`src/rtl/sd_server_pkg.sv`:
```
// Shared types and constants for the SD sector server: sector geometry and the
// transfer state machine encoding.
package sd_server_pkg;

  localparam int SECTOR_BYTES = 512;
  localparam int IDX_W        = 9;

  typedef enum logic [2:0] {
    IDLE,
    RD_REQ,
    RD_WAIT,
    RD_PUT,
    WR_ADDR,
    WR_REQ,
    WR_WAIT,
    DONE
  } sd_srv_state_t;

endpackage

```
`src/rtl/sd_sector_server.sv`:
```
// Moves one 512-byte sector between the virtual SD card buffer and the
// SDRAM-resident disk image, one byte per memory access.
module sd_sector_server
  import sd_server_pkg::*;
#(
  parameter int                MEM_AW    = 23,
  parameter logic [MEM_AW-1:0] BASE_ADDR = 23'h400000,
  parameter logic [31:0]       MAX_LBA   = 32'd8191
) (
  input  logic              clk_sys,
  input  logic              reset,
  input  logic [31:0]       sd_lba,
  input  logic              sd_rd,
  input  logic              sd_wr,
  output logic              sd_ack,
  output logic [8:0]        sd_buff_addr,
  output logic [7:0]        sd_buff_dout,
  input  logic [7:0]        sd_buff_din,
  output logic              sd_buff_wr,
  output logic [MEM_AW-1:0] mem_addr,
  output logic [7:0]        mem_dout,
  input  logic [7:0]        mem_din,
  output logic              mem_rd,
  output logic              mem_we,
  input  logic              mem_ready
);

  sd_srv_state_t    state_q;
  logic             rdSync_q, rdPrev_q, wrSync_q, wrPrev_q;
  logic [31:0]      lba_q;
  logic [IDX_W-1:0] idx_q;
  logic             inRange_q;
  logic             ack_q;
  logic [7:0]       buffDout_q;
  logic             buffWr_q;
  logic [7:0]       memDout_q;
  logic             memRd_q, memWe_q;

  logic              rdEdge, wrEdge, lbaOk, lastByte;
  logic [MEM_AW-1:0] addrSum;

  assign rdEdge   = rdSync_q & ~rdPrev_q;
  assign wrEdge   = wrSync_q & ~wrPrev_q;
  assign lbaOk    = (sd_lba <= MAX_LBA);
  assign lastByte = (idx_q == IDX_W'(SECTOR_BYTES - 1));
  assign addrSum  = BASE_ADDR + MEM_AW'({lba_q, idx_q});

  // The address bus is held at zero outside a transfer so reset leaves every output low.
  assign mem_addr     = ack_q ? addrSum : '0;
  assign sd_ack       = ack_q;
  assign sd_buff_addr = idx_q;
  assign sd_buff_dout = buffDout_q;
  assign sd_buff_wr   = buffWr_q;
  assign mem_dout     = memDout_q;
  assign mem_rd       = memRd_q;
  assign mem_we       = memWe_q;

  always_ff @(posedge clk_sys) begin
    if (reset) begin
      state_q    <= IDLE;
      rdSync_q   <= 1'b0;
      rdPrev_q   <= 1'b0;
      wrSync_q   <= 1'b0;
      wrPrev_q   <= 1'b0;
      lba_q      <= '0;
      idx_q      <= '0;
      inRange_q  <= 1'b0;
      ack_q      <= 1'b0;
      buffDout_q <= '0;
      buffWr_q   <= 1'b0;
      memDout_q  <= '0;
      memRd_q    <= 1'b0;
      memWe_q    <= 1'b0;
    end else begin
      rdSync_q <= sd_rd;
      rdPrev_q <= rdSync_q;
      wrSync_q <= sd_wr;
      wrPrev_q <= wrSync_q;
      memRd_q  <= 1'b0;
      memWe_q  <= 1'b0;
      buffWr_q <= 1'b0;

      case (state_q)
        IDLE: begin
          // A read edge wins over a simultaneous write edge; the write edge is lost.
          if (rdEdge || wrEdge) begin
            lba_q     <= sd_lba;
            idx_q     <= '0;
            inRange_q <= lbaOk;
            ack_q     <= 1'b1;
            if (rdEdge) begin
              memRd_q <= lbaOk;
              state_q <= RD_REQ;
            end else begin
              state_q <= WR_ADDR;
            end
          end
        end
        RD_REQ: begin
          if (inRange_q) begin
            state_q <= RD_WAIT;
          end else begin
            buffDout_q <= 8'h00;
            buffWr_q   <= 1'b1;
            state_q    <= RD_PUT;
          end
        end
        RD_WAIT: begin
          if (mem_ready) begin
            buffDout_q <= mem_din;
            buffWr_q   <= 1'b1;
            state_q    <= RD_PUT;
          end
        end
        RD_PUT: begin
          if (lastByte) begin
            ack_q   <= 1'b0;
            state_q <= DONE;
          end else begin
            idx_q   <= idx_q + 1'b1;
            memRd_q <= inRange_q;
            state_q <= RD_REQ;
          end
        end
        WR_ADDR: begin
          memDout_q <= sd_buff_din;
          memWe_q   <= inRange_q;
          state_q   <= WR_REQ;
        end
        WR_REQ: begin
          if (inRange_q) begin
            state_q <= WR_WAIT;
          end else if (lastByte) begin
            ack_q   <= 1'b0;
            state_q <= DONE;
          end else begin
            idx_q   <= idx_q + 1'b1;
            state_q <= WR_ADDR;
          end
        end
        WR_WAIT: begin
          if (mem_ready) begin
            if (lastByte) begin
              ack_q   <= 1'b0;
              state_q <= DONE;
            end else begin
              idx_q   <= idx_q + 1'b1;
              state_q <= WR_ADDR;
            end
          end
        end
        DONE: begin
          state_q <= IDLE;
        end
        default: begin
          state_q <= IDLE;
        end
      endcase
    end
  end

endmodule

```
`config.mk`:
```
export PLATFORM = sky130hd
export DESIGN_NAME = sd_sector_server
export DESIGN_NICKNAME = d
export VERILOG_FILES = /design/src/rtl/sd_server_pkg.sv /design/src/rtl/sd_sector_server.sv
export SDC_FILE = /design/constraint.sdc
export NUM_CORES = 1
export LEC_CHECK = 0
export ABC_CLOCK_PERIOD_IN_PS = 3410
export BUFFER_PORTS_ARGS = -buffer_cell sky130_fd_sc_hd__buf_2
export CORE_MARGIN = 1
export CORE_UTILIZATION = 40
export CTS_CLUSTER_SIZE = 30
export DETAILED_ROUTE_END_ITERATION = 16
export GPL_ROUTABILITY_DRIVEN = 1
export PLACE_DENSITY_LB_ADDON = 0.15
export REMOVE_ABC_BUFFERS = 1
export SLEW_MARGIN = 10
export SYNTH_ARGS = -nofsm -noshare
export SYNTH_HDL_FRONTEND = slang
export SYNTH_SLANG_ARGS = --single-unit
export TNS_END_PERCENT = 50
```
`constraint.sdc`:
```
create_clock -name clk_sys -period 3.41 [get_ports clk_sys]
set_input_delay 0.341 -clock clk_sys [delete_from_list [all_inputs] [get_ports clk_sys]]
set_output_delay 0.341 -clock clk_sys [all_outputs]
set_load 0.01 [all_outputs]
```
Yosys cells after proc, flatten, opt, wreduce, memory -nomap -nowiden. Index checks and enable logic that the tools add are counted.

Flip-flop bits (word level): 51. Bits in latches: 0. Bits in writable memories: 0. ROM bits: 0. Bits of input ports: 53. Output and inout port bits: 52. Memories kept: 0.

Add/subtract/negate cells: 2. $mul: 0. Div/mod/pow operators: 0. Order comparisons: 1. Eq/ne operators: 13. Shift-type cells: 0. Multiplexer cells: 30. Bitwise operators: 5. Reduce and logical (&&, ||, !) cells: 9.

Operators by type and width (number): $mux W9 (4); $pmux W9 S4 (1); $le A32 B13 Y1 const B (1); $pmux W3 S8 (1); $add A23 B23 Y23 const A (1); $mux W23 (1); $mux W8 (2); $pmux W8 S2 (1); $mux W3 (5); $eq A3 B3 Y1 const B (4); $mux W1 (10); $ne A2 B2 Y1 const B (5); $add A9 B1 Y9 const B (1); $eq A9 B9 Y1 const B (1); $eq A3 B2 Y1 const B (2); $reduce_and A3 Y1 (2); $mux W2 (2); $pmux W1 S2 (2); $pmux W1 S4 (1); $reduce_and A4 Y1 (1); $reduce_bool A4 Y1 (1); $eq A3 B1 Y1 const B (1); $logic_not A3 Y1 (1); $not A1 Y1 (3); 5 further kinds (6).

Longest topological paths before layout. Gate-level depths: netlist (run 1).

Depth after elaboration: 5. Mapped depth: 9. Gate-level depth less buffers: 7.

Worst setup path after synthesis (run 1). No wires, ideal clock.

Path kind: register -> register. Start: register idx_q[0] (netlist: sd_buff_addr[0]). End: register idx_q[5] (netlist: sd_buff_addr[5]). Setup time: 72 ps. Arrival: 1976 ps. Data required time: 3338 ps. Slack: 1363 ps. Stages on the path, launching flop included: 10. Path buffers: 2. Clock period less this slack: 2047 ps. Path through: dfxtp_1 > ha_1 > nand3_1 > nor2_1 > ha_1 > buf_1 > or3_1 > clkbuf_1 > a311oi_1 > mux2i_1.

Word-level cells in the longest chain between the ends: 4. Elaborated cells on any way between the ends: 6. Classes of those cells: add/sub (1); eq/ne (1); mux (4).

Ends and longest elaborated chain: start: declaration (line sd_sector_server.sv:31) `logic [IDX_W-1:0] idx_q;`; start signal: assignment (line sd_sector_server.sv:120) `idx_q <= idx_q + 1'b1;`; start signal: assignment (line sd_sector_server.sv:137) `idx_q <= idx_q + 1'b1;`; start signal: assignment (line sd_sector_server.sv:147) `idx_q <= idx_q + 1'b1;`; $add A9 B1 Y9 or $eq A9 B9 Y1 (tied branches); $mux W9 (*) (line sd_sector_server.sv:116, sd_sector_server.sv:133, sd_sector_server.sv:143); $mux W9 (on tied branches) (line sd_sector_server.sv:142, sd_sector_server.sv:131); $pmux W9 S4 (*) (line sd_sector_server.sv:83) `case (state_q)`.

Every way passes the cells marked *; elsewhere a longest branch is shown, timed or not. The select of a mux whose other input is x is not followed. A chain may end at the register's enable or synchronous reset.

Worst setup path after layout (run 1).
Start: register idx_q[0] (netlist: sd_buff_addr[0]). End: register idx_q[7] (netlist: sd_buff_addr[7]).

The elaborated chain is that of the path after synthesis.

==> results by group, run 1 <==
Clock network
  – Post-CTS setup buffers: 0
  – Root Driver: clkbuf_8
  – Clock Sinks: 51
  – CTS tree: yes
  – Num CTS Buffers: 5
  – Post-CTS Hold Fix Bufs: 0
  – CTS H-tree depth: 2
  – Clock Latency Late Sink: 310 ps
  – Resized cells post-CTS: 0
  – Clock-pin slew on the worst setup and hold paths: 100 ps
  – Max clock buf depth: 2

Logic synthesis
  – Syn avg cell area: 8.129 um2
  – Yosys cell types: 41
  – Fraction of the yosys area taken by sequential cells: 42.43%
  – YS warnings: 0
  – Synthesized flop and latch total: 51
  – Synth Instances: 296
  – Syn Std Cell Area: 0.002406 mm2

Die
  – Cell row count: 27
  – Die W: 79.56 um
  – Ports: 105
  – DIE AREA: 0.006329 mm2
  – Initial Util: 42.65%
  – Core region area: 0.005642 mm2
  – Die Ht: 79.56 um

Layout
  – Final cell count without fillers: 455
  – Antenna Cells: 0
  – Leading cell types in the layout, fill and taps excluded: 104 x buf_2, 52 x nand2_1, 51 x dfxtp_1
  – Share of layout cells above drive strength 1: 30.29%
  – Final net count: 437
  – Most common cell after layout, fill and taps aside: buf_2
  – Synthesis-to-layout area growth: 23.82%

Routing
  – Via Count: 2,277
  – DR WL/cell: 12.03 um
  – DR iter-0 viols: 72
  – Detail Route Antenna Nets: 0
  – DRC errors left: 0
  – Via/cell ratio: 5.004
  – Post-Route WL: 5474 um
  – First-pass DRT Iterations: 4

Global route
  – Vias in the first global route: 2,031
  – GRT Util Overall: 17.75%
  – GRT overflow: 0
  – Largest net degree at the start of global routing: 50
  – First-pass GRT wire length: 8825 um
  – Antenna violations before repair: 0

Placement
  – Routability cong.: 0.7862
  – Placed insts: 447
  – Port Buffers: 104
  – Hpwl dp: 3803 um

Timing
  – Final min period: 2197 ps
  – Worst Tran Pin Value: 1004 ps
  – RSZ-0062 raised after global routing: no
  – Final TNS setup: 0 ps
  – Fmax: 455.2 MHz
  – Slew HR: 32.53%
  – Endpoints failing hold: 0
  – Clk_skew: 12.01 ps
  – # setup viols final: 0
  – Final period util: 64.42%
  – Fin. max-slew vios: 0
  – Min Hold Slack: 239.5 ps

Worst setup path
  – Setup Crit Path Kind: reg2reg
  – Beginning of the critical path: sd_buff_addr[0]$_SDFFE_PP0P_
  – Reg-to-Reg Start: sd_buff_addr[0]$_SDFFE_PP0P_
  – CP arrival: 2450 ps
  – WP data required: 3660 ps
  – Worst Path Max Fanout: 10
  – Worst setup SP type: flip-flop
  – CP endpoint kind: flip-flop

Power
  – Power density cells: 569.2 mW/mm2
  – Leak: 1.345 nW
  – Total Power: 0.001696 W
  – Peak supply drop: 295.0 uV

Outcome
  – Outcome: complete, no violations

Hold path
  – Hold Crit Class: in2reg
  – Hold wc startpoint: sd_wr

Run
  – Max Cap Viol: 0
==> state kept, by name, indices dropped and copies added, names as in the netlist <==
| signal | flops |
|---|---|
| state_q | 3 |
| rdSync_q | 1 |
| mem_rd | 1 |
| mem_dout | 8 |
| wrPrev_q | 1 |
| lba_q | 14 |
| inRange_q | 1 |
| mem_we | 1 |
| wrSync_q | 1 |
| sd_buff_dout | 8 |
| sd_buff_wr | 1 |
| rdPrev_q | 1 |
| sd_buff_addr | 9 |
| sd_ack | 1 |
==> through the flow <==
step           setup slack [ps]  util (%)  instance area [um2]
6_report                   1213     52.81                 2979
5_1_grt                    1089     52.81                 2979
4_1_cts                    1237     52.81                 2979
3_5_place_dp               1260     51.23                 2890
3_3_place_gp               1300     51.23                 2890
2_1_floorplan              1438         -                 2272
==> worst max-delay path, stage by stage, from the launching register on <==
cell and delay [ps]:
dfxtp_1 370, ha_1 260, nand3_1 90, nor2_1 40, ha_1 300, or3_1 520
a311oi_1 340, mux2i_1 210
==> cell type report <==
| type | instances | area [um2] |
|---|---|---|
| sequential | 51 | 1021 |
| timing repair buffer | 105 | 528.0 |
| inverter | 5 | 18.77 |
| clock buffer | 5 | 68.82 |
| multi-input combinational | 214 | 1232 |
| tap | 72 | 90.09 |
| clock inverter | 3 | 20.02 |
| fill | 564 | 2663 |
==> power by group <==
part | switching, W | internal (W) | leakage, nW
Sequential | 0.000102 | 0.000681 | 0.415
Combinational | 0.000333 | 0.000231 | 0.890
Clock | 0.000207 | 0.000143 | 0.0402
==> kinds of logic after synthesis <==
logic type | share of synthesized area, %
xor+xnor | 0.3641
simple gates | 29.33
buf+inv | 6.344
mux | 5.824
flops | 42.43
compound gates | 14.67
fa+ha+maj | 1.040
==> routing by layer <==
| metal | GRT usage, % | part of all wire, % | vias to the layer above |
|---|---|---|---|
| met4 | 6.909 | 1.2 | 0 |
| met5 | 0 | 0 | - |
| li1 | - | - | 1186 |
| met3 | 3.543 | 5.7 | 7 |
| met2 | 30.51 | 48 | 70 |
| met1 | 21.57 | 45 | 1014 |
==> worst paths after layout <==
check                           depth (start not counted)  slack, ps                            to
worst max-delay path                                    7       1210  sd_buff_addr[7]$_SDFFE_PP0P_
worst min-delay path                                    2        240           wrSync_q$_SDFF_PP0_
worst max register to register                          7       1210  sd_buff_addr[7]$_SDFFE_PP0P_
worst min register to register                          2        460         lba_q[7]$_SDFFE_PP0P_
==> synthesized netlist by cell type (all sizes together) <==
library cell	n	area, um2
o21a	1	7.510
a21o	1	7.510
o221ai	1	8.760
nand3	12	60.06
o21ai	3	15.01
or3b	1	8.760
nand2b	2	12.51
nor3b	1	7.510
a2111oi	1	8.760
nand2	52	195.2
xnor2	1	8.760
ha	2	25.02
nor2	14	52.55
inv	5	18.77
mux2i	14	140.1
dfxtp	51	1021
a211o	1	8.760
a311oi	3	26.28
and2	31	193.9
nor2b	5	31.28
and3	1	6.260
a211oi	2	15.01
nor3	3	15.01
nor4	6	37.54
nand4	3	18.77
clkbuf	13	48.80
a31o	1	8.760
o31ai	1	7.510
a31oi	3	18.77
a22oi	1	7.510
a222oi	1	10.01
o31a	1	8.760
a21oi	32	167.7
and4	1	8.760
buf	13	85.08
nand3b	1	7.510
o311ai	3	26.28
or3	8	50.05
No activity file was read; power rests on OpenSTA's default activity.
==> inputs of run 2 (changes only) <==
Settings changed: ABC_CLOCK_PERIOD_IN_PS 3410 to 2100.
Clock period 3.41 ns to 2.1 ns, I/O delays scaled along.
==> run 2 against run 1 <==
Total power grew 77%. Non-clock buffer count increased by 12. Hold slack worse by 130 ps. Die area did not move. Critical path depth unchanged. Flip-flop and latch count unchanged. Fmax rose by 13%. Register-to-register slack worse by 1100 ps. Critical path type unchanged. Utilization increased by 2.7 points. Clock skew is 8.4 ps lower. Combinational power increased by 90%. First-iteration DRC count grew 35%.
==> results by group, run 2 (synthesis gave the netlist of run 1 again) <==
Clock network
  – CTS H-tree depth: 2 (unchanged)
  – CTS tree: yes
  – Num CTS Buffers: 5 (unchanged)
  – Clock-pin slew on the worst setup and hold paths: 90 ps (about the same)
  – Clock Sinks: 51 (unchanged)
  – Post-CTS setup buffers: 0 (unchanged)
  – Clock Latency Late Sink: 300 ps (about the same)
  – Max clock buf depth: 2 (unchanged)
  – Post-CTS Hold Fix Bufs: 0 (unchanged)
  – Root Driver: clkbuf_8
  – Resized cells post-CTS: 0 (unchanged)

Die
  – Cell row count: 27 (unchanged)
  – Die Ht: 79.56 um (unchanged)
  – Die W: 79.56 um (unchanged)
  – Ports: 105 (unchanged)
  – Core region area: 0.005642 mm2 (unchanged)
  – Initial Util: 42.65% (unchanged)
  – DIE AREA: 0.006329 mm2 (unchanged)

Routing
  – Via/cell ratio: 5.002 (about the same)
  – Met3 wire length: 321 um (+2.6%)
  – DRC errors left: 0 (unchanged)
  – First-pass DRT Iterations: 5 (+1)
  – DR iter-0 viols: 97 (+35%)
  – M1 WL: 2581 um (+3.8%)
  – DR WL/cell: 11.92 um (-0.95%)
  – Via Count: 2,336 (+2.6%)
  – Post-Route WL: 5565 um (+1.7%)
  – Detail Route Antenna Nets: 0 (unchanged)
  – Top Layer Used: met4
  – Met2 wire length: 2590 um (-0.58%)

Layout
  – Share of layout cells above drive strength 1: 33.92% (+3.6 points)
  – Synthesis-to-layout area growth: 30.21%
  – Antenna Cells: 0 (unchanged)
  – Reg area: 0.001022 mm2 (+0.12%)
  – Final cell count without fillers: 467 (+2.6%)
  – Top reg by flops: lba_q
  – Final instance area: 0.003133 mm2 (+5.2%)
  – Most common cell after layout, fill and taps aside: buf_2
  – Final net count: 449 (+2.7%)
  – Multi-input logic area: 0.001259 mm2 (+2.1%)
  – Max FFs per register: 14 (unchanged)
  – Leading cell types in the layout, fill and taps excluded: 104 x buf_2, 52 x nand2_1, 50 x dfxtp_1
  – FILL cells: 557 (-1.2%)

Placement
  – Dpl cell area: 0.002993 mm2 (+3.5%)
  – Hpwl dp: 3892 um (+2.4%)
  – Routability cong.: 0.8316 (+5.8%)
  – Port Buffers: 104 (unchanged)
  – Placed insts: 459 (+2.7%)

Worst setup path
  – Worst Path Max Fanout: 7 (-3)
  – Setup crit end: sd_buff_addr[7]$_SDFFE_PP0P_
  – Reg-to-Reg Start: sd_buff_addr[0]$_SDFFE_PP0P_
  – FF-to-FF path depth: 7 (unchanged)
  – Setup Crit Path Kind: reg2reg
  – Worst setup SP type: flip-flop
  – Beginning of the critical path: sd_buff_addr[0]$_SDFFE_PP0P_
  – FF-to-FF setup slack: 150 ps (-1060 ps)
  – Reg2Reg Capture Point: sd_buff_addr[7]$_SDFFE_PP0P_
  – CP arrival: 2190 ps (-260 ps)
  – WP data required: 2340 ps (-1320 ps)
  – CP endpoint kind: flip-flop

Timing
  – Final min period: 1948 ps (-248.8 ps)
  – Fin. max-slew vios: 0 (unchanged)
  – # setup viols final: 0 (unchanged)
  – Final period util: 92.76% (+28 points)
  – Final TNS setup: 0 ps (unchanged)
  – Endpoints failing hold: 0 (unchanged)
  – RSZ-0062 raised after global routing: no
  – Worst Tran Pin Value: 621.7 ps (-382.6 ps)
  – Clk_skew: 3.592 ps (-8.420 ps)
  – Slew HR: 58.50% (+26 points)
  – Fmax: 513.4 MHz (+13%)

Power
  – Combinational power share: 35.6% (+2.4 points)
  – Total Power: 0.003004 W (+77%)
  – Leak: 1.437 nW (+6.8%)
  – Switch Pwr: 0.001074 W (+68%)
  – Seq pwr share: 41.6% (-4.6 points)
  – Clk pwr share: 22.8% (+2.2 points)
  – Power density cells: 959.0 mW/mm2 (+68%)
  – Pint: 0.001931 W (+83%)
  – Sw frac: 35.74% (-2.1 points)
  – Peak supply drop: 467.6 uV (+59%)

Global route
  – Vias in the first global route: 2,126 (+4.7%)
  – GRT Util Overall: 18.29% (+0.55 points)
  – Largest net degree at the start of global routing: 35 (-30%)
  – GRT overflow: 0 (unchanged)
  – Antenna violations before repair: 0 (unchanged)
  – First-pass GRT wire length: 9280 um (+5.2%)

Outcome
  – Outcome: complete, no violations

Hold path
  – Hold Crit Class: in2reg

Run
  – Max Cap Viol: 0 (unchanged)
==> run 2: cell count changes in the layout (fill, tap and decap cells not counted), sizes merged <==
cell | previous run | this run
buf | 105 | 117
clkinvlp | 2 | 0
bufinv | 0 | 1
clkinv | 1 | 2
==> run 2: metal layers <==
layer | GRT usage (%) | vias to the layer above
met5 | 0 | -
met3 | 3.771 | 8
li1 | - | 1209
met4 | 6.182 | 0
met2 | 31.62 | 73
met1 | 22.37 | 1046
==> run 2: power by group through the flow <==
stage | clock, W | combinational, W | sequential [W]
after floorplan | 0 | 0.000605 | 0.00129
after global placement | 0 | 0.00106 | 0.00126
after detailed placement | 0 | 0.00106 | 0.00127
after CTS | 0.000701 | 0.00106 | 0.00125
after global routing | 0.000741 | 0.00120 | 0.00128
final | 0.000685 | 0.00107 | 0.00125
==> run 2: how the worst min path moves through the flow <==
| stage | start | cells past startpoint | to |
|---|---|---|---|
| after floorplan | reset | 1 | inRange_q$_SDFFE_PP0P_ |
| after global placement | sd_wr | 2 | wrSync_q$_SDFF_PP0_ |
| after detailed placement | sd_rd | 2 | rdSync_q$_SDFF_PP0_ |
| after CTS | sd_rd | 2 | rdSync_q$_SDFF_PP0_ |
| after global routing | sd_rd | 2 | rdSync_q$_SDFF_PP0_ |
| final | sd_rd | 2 | rdSync_q$_SDFF_PP0_ |
==> run 2: through the flow <==
stage               utilization [%]  setup slack, ps  hold slack, ps
floorplan                         -            128.4           279.1
global placement              53.05            99.52           424.2
detailed placement            53.05            47.31           427.9
CTS                           55.05            25.47           104.5
global route                  55.53            9.149           114.9
finish                        55.53            152.1           108.6
==> run 2: area by class of cell <==
type                       count  share of cell area [%]
multi-input combinational    214                   40.18
inverter                       5                  0.5990
clock inverter                 3                   1.398
tap                           72                   2.875
sequential                    51                   32.63
clock buffer                   5                   2.196
timing repair buffer         117                   20.13
==> run 2: worst max-delay path, cell delays in order (launching register included) <==
cell and delay [ps]:
dfxtp_2 360, ha_2 210, nand3_1 80, nor2_1 40
ha_1 200, or3_1 500, a311oi_2 280, mux2i_1 200
==> inputs of run 3 (changes only) <==
--- a/config.mk
+++ b/config.mk
@@ -10,5 +10,4 @@
 export CORE_MARGIN = 1
 export CORE_UTILIZATION = 40
-export CTS_CLUSTER_SIZE = 30
 export DETAILED_ROUTE_END_ITERATION = 16
 export GPL_ROUTABILITY_DRIVEN = 1
==> constraint.sdc (replaced) <==
create_clock -name clk_sys -period 2.1 [get_ports clk_sys]
set_input_delay 0.105 -clock clk_sys [delete_from_list [all_inputs] [get_ports clk_sys]]
set_output_delay 0.105 -clock clk_sys [all_outputs]
set_load 0.01 [all_outputs]
==> run 3 against run 2 <==
Design area rose by 0.32%. Sequential share of layout area fell by 0.10 points. Critical path depth did not move. Clock skew barely moved. Wire length barely moved. Final cell count rose by 0.21%. Critical endpoint unchanged. Largest cell class unchanged.
==> results by group, run 3 (synthesis gave the netlist of run 1 again) <==
Outcome
  – Outcome: complete, no violations

Timing
  – # setup viols final: 0 (unchanged)
  – Min Hold Slack: 4.295 ps (-104.3 ps)
  – Worst setup margin: 152.7 ps (+0.6210 ps)
  – Worst Tran Pin Value: 621.6 ps (-0.1350 ps)
  – Clk_skew: 3.594 ps (+0.002470 ps)
  – Fmax: 513.5 MHz (about the same)
  – Final min period: 1947 ps (-0.6210 ps)
  – Final TNS setup: 0 ps (unchanged)
  – Endpoints failing hold: 0 (unchanged)
  – RSZ-0062 raised after global routing: no
  – Slew HR: 58.51% (about the same)
  – Fin. max-slew vios: 0 (unchanged)
  – Final period util: 92.73% (about the same)

Clock network
  – Max clock buf depth: 2 (unchanged)
  – Root Driver: clkbuf_8
  – CTS H-tree depth: 2 (unchanged)
  – Clock-pin slew on the worst setup and hold paths: 90 ps (about the same)
  – Clock Sinks: 51 (unchanged)
  – CTS tree: yes
  – Clock Latency Late Sink: 300 ps (about the same)
  – Num CTS Buffers: 5 (unchanged)
  – Post-CTS setup buffers: 0 (unchanged)

Routing
  – DR iter-0 viols: 105 (+8.2%)
  – First-pass DRT Iterations: 4 (-1)
  – DRC errors left: 0 (unchanged)
  – Via/cell ratio: 5.000 (about the same)
  – Post-Route WL: 5570 um (about the same)
  – Detail Route Antenna Nets: 0 (unchanged)
  – DR WL/cell: 11.90 um (-0.12%)
  – Via Count: 2,340 (+0.17%)

Power
  – Pint: 0.001932 W (about the same)
  – Leak: 1.441 nW (+0.29%)
  – Power density cells: 956.4 mW/mm2 (-0.27%)
  – Seq pwr share: 41.5% (about the same)
  – Switch Pwr: 0.001074 W (about the same)
  – Peak supply drop: 467.6 uV (about the same)
  – Sw frac: 35.73% (about the same)
  – Clk pwr share: 22.8% (about the same)
  – Combinational power share: 35.7% (about the same)

Worst setup path
  – WP data required: 2340 ps (about the same)
  – Setup crit end: sd_buff_addr[7]$_SDFFE_PP0P_
  – Beginning of the critical path: sd_buff_addr[0]$_SDFFE_PP0P_
  – Reg2Reg Capture Point: sd_buff_addr[7]$_SDFFE_PP0P_
  – Setup Crit Path Kind: reg2reg
  – Worst Path Max Fanout: 7 (unchanged)
  – FF-to-FF path depth: 7 (unchanged)
  – FF-to-FF setup slack: 150 ps (about the same)
  – Reg-to-Reg Start: sd_buff_addr[0]$_SDFFE_PP0P_
  – CP arrival: 2190 ps (about the same)
  – Worst setup SP type: flip-flop
  – CP endpoint kind: flip-flop

Die
  – Initial Util: 42.65% (unchanged)
  – Die Ht: 79.56 um (unchanged)
  – DIE AREA: 0.006329 mm2 (unchanged)
  – Cell row count: 27 (unchanged)
  – Core region area: 0.005642 mm2 (unchanged)
  – Die W: 79.56 um (unchanged)
  – Ports: 105 (unchanged)

Layout
  – Share of layout cells above drive strength 1: 33.84% (-0.086 points)
  – Final Core Density: 55.71% (+0.18 points)
  – Final net count: 450 (+0.22%)
  – FILL cells: 556 (-0.18%)
  – Leading cell types in the layout, fill and taps excluded: 104 x buf_2, 52 x nand2_1, 50 x dfxtp_1
  – Synthesis-to-layout area growth: 30.63%
  – Top reg by flops: lba_q
  – Most common cell after layout, fill and taps aside: buf_2
  – Max FFs per register: 14 (unchanged)
  – Antenna Cells: 0 (unchanged)

Global route
  – First-pass GRT wire length: 9280 um (unchanged)
  – GRT overflow: 0 (unchanged)
  – Largest net degree at the start of global routing: 35 (unchanged)
  – Antenna violations before repair: 0 (unchanged)
  – Vias in the first global route: 2,126 (unchanged)
  – GRT Util Overall: 18.29% (unchanged)

Placement
  – Port Buffers: 104 (unchanged)
  – Worst slack, placed: 47.31 ps (unchanged)
  – Hpwl dp: 3892 um (unchanged)
  – Routability cong.: 0.8316 (unchanged)

Run
  – Max Cap Viol: 0 (unchanged)

Hold path
  – Hold Crit Class: in2reg
[run 3: layout make-up]
class / count / area [um2] / area share, %
Tap cell: 72 / 90.09 / 2.866
Timing Repair Buffer: 118 / 640.6 / 20.38
Multi-Input combinational cell: 214 / 1259 / 40.05
Clock inverter: 3 / 43.79 / 1.393
Inverter: 5 / 18.77 / 0.5971
Sequential cell: 51 / 1022 / 32.52
Clock buffer: 5 / 68.82 / 2.189
[run 3: worst min-delay path by stage]
stage | startpoint | to | cells after the start
2_1_floorplan | reset | inRange_q$_SDFFE_PP0P_ | 1
3_3_place_gp | sd_wr | wrSync_q$_SDFF_PP0_ | 2
3_5_place_dp | sd_rd | rdSync_q$_SDFF_PP0_ | 2
4_1_cts | sd_wr | wrSync_q$_SDFF_PP0_ | 2
5_1_grt | sd_lba[6] | lba_q[6]$_SDFFE_PP0P_ | 3
6_report | sd_wr | wrSync_q$_SDFF_PP0_ | 2
[run 3: repair_timing]
item,4_1_cts,5_1_grt
setup endpoints to repair,0,9
hold endpoints to repair,1,0
hold buffers,1,0
gates resized for setup,0,8
[run 3: critical path, cell delays in order, from the launching register on]
cell	delay (ps)
dfxtp_2	360
ha_2	210
nand3_1	80
nor2_1	40
ha_1	200
or3_1	500
a311oi_2	280
mux2i_1	200
[run 3: per-layer routing]
layer  track usage [%]  share of wire, %
met5                 0                 0
met3             3.771               5.7
met2             31.62                47
met4             6.182               1.3
met1             22.37                46
[run 3: through the flow]
step	instances	power (W)	cell area, um2
final	468	0.003006	3143
after global routing	468	0.003224	3143
after CTS	468	0.003014	3115
after detailed placement	459	0.002333	2993
after global placement	459	0.002320	2993
after floorplan	270	0.001891	2272
[run 3: power groups by stage]
stage               clock, W  sequential [W]  combinational [W]
floorplan                  0         0.00129           0.000605
global placement           0         0.00126            0.00106
detailed placement         0         0.00127            0.00106
CTS                 0.000701         0.00125            0.00107
global route        0.000741         0.00128            0.00121
finish              0.000685         0.00125            0.00107
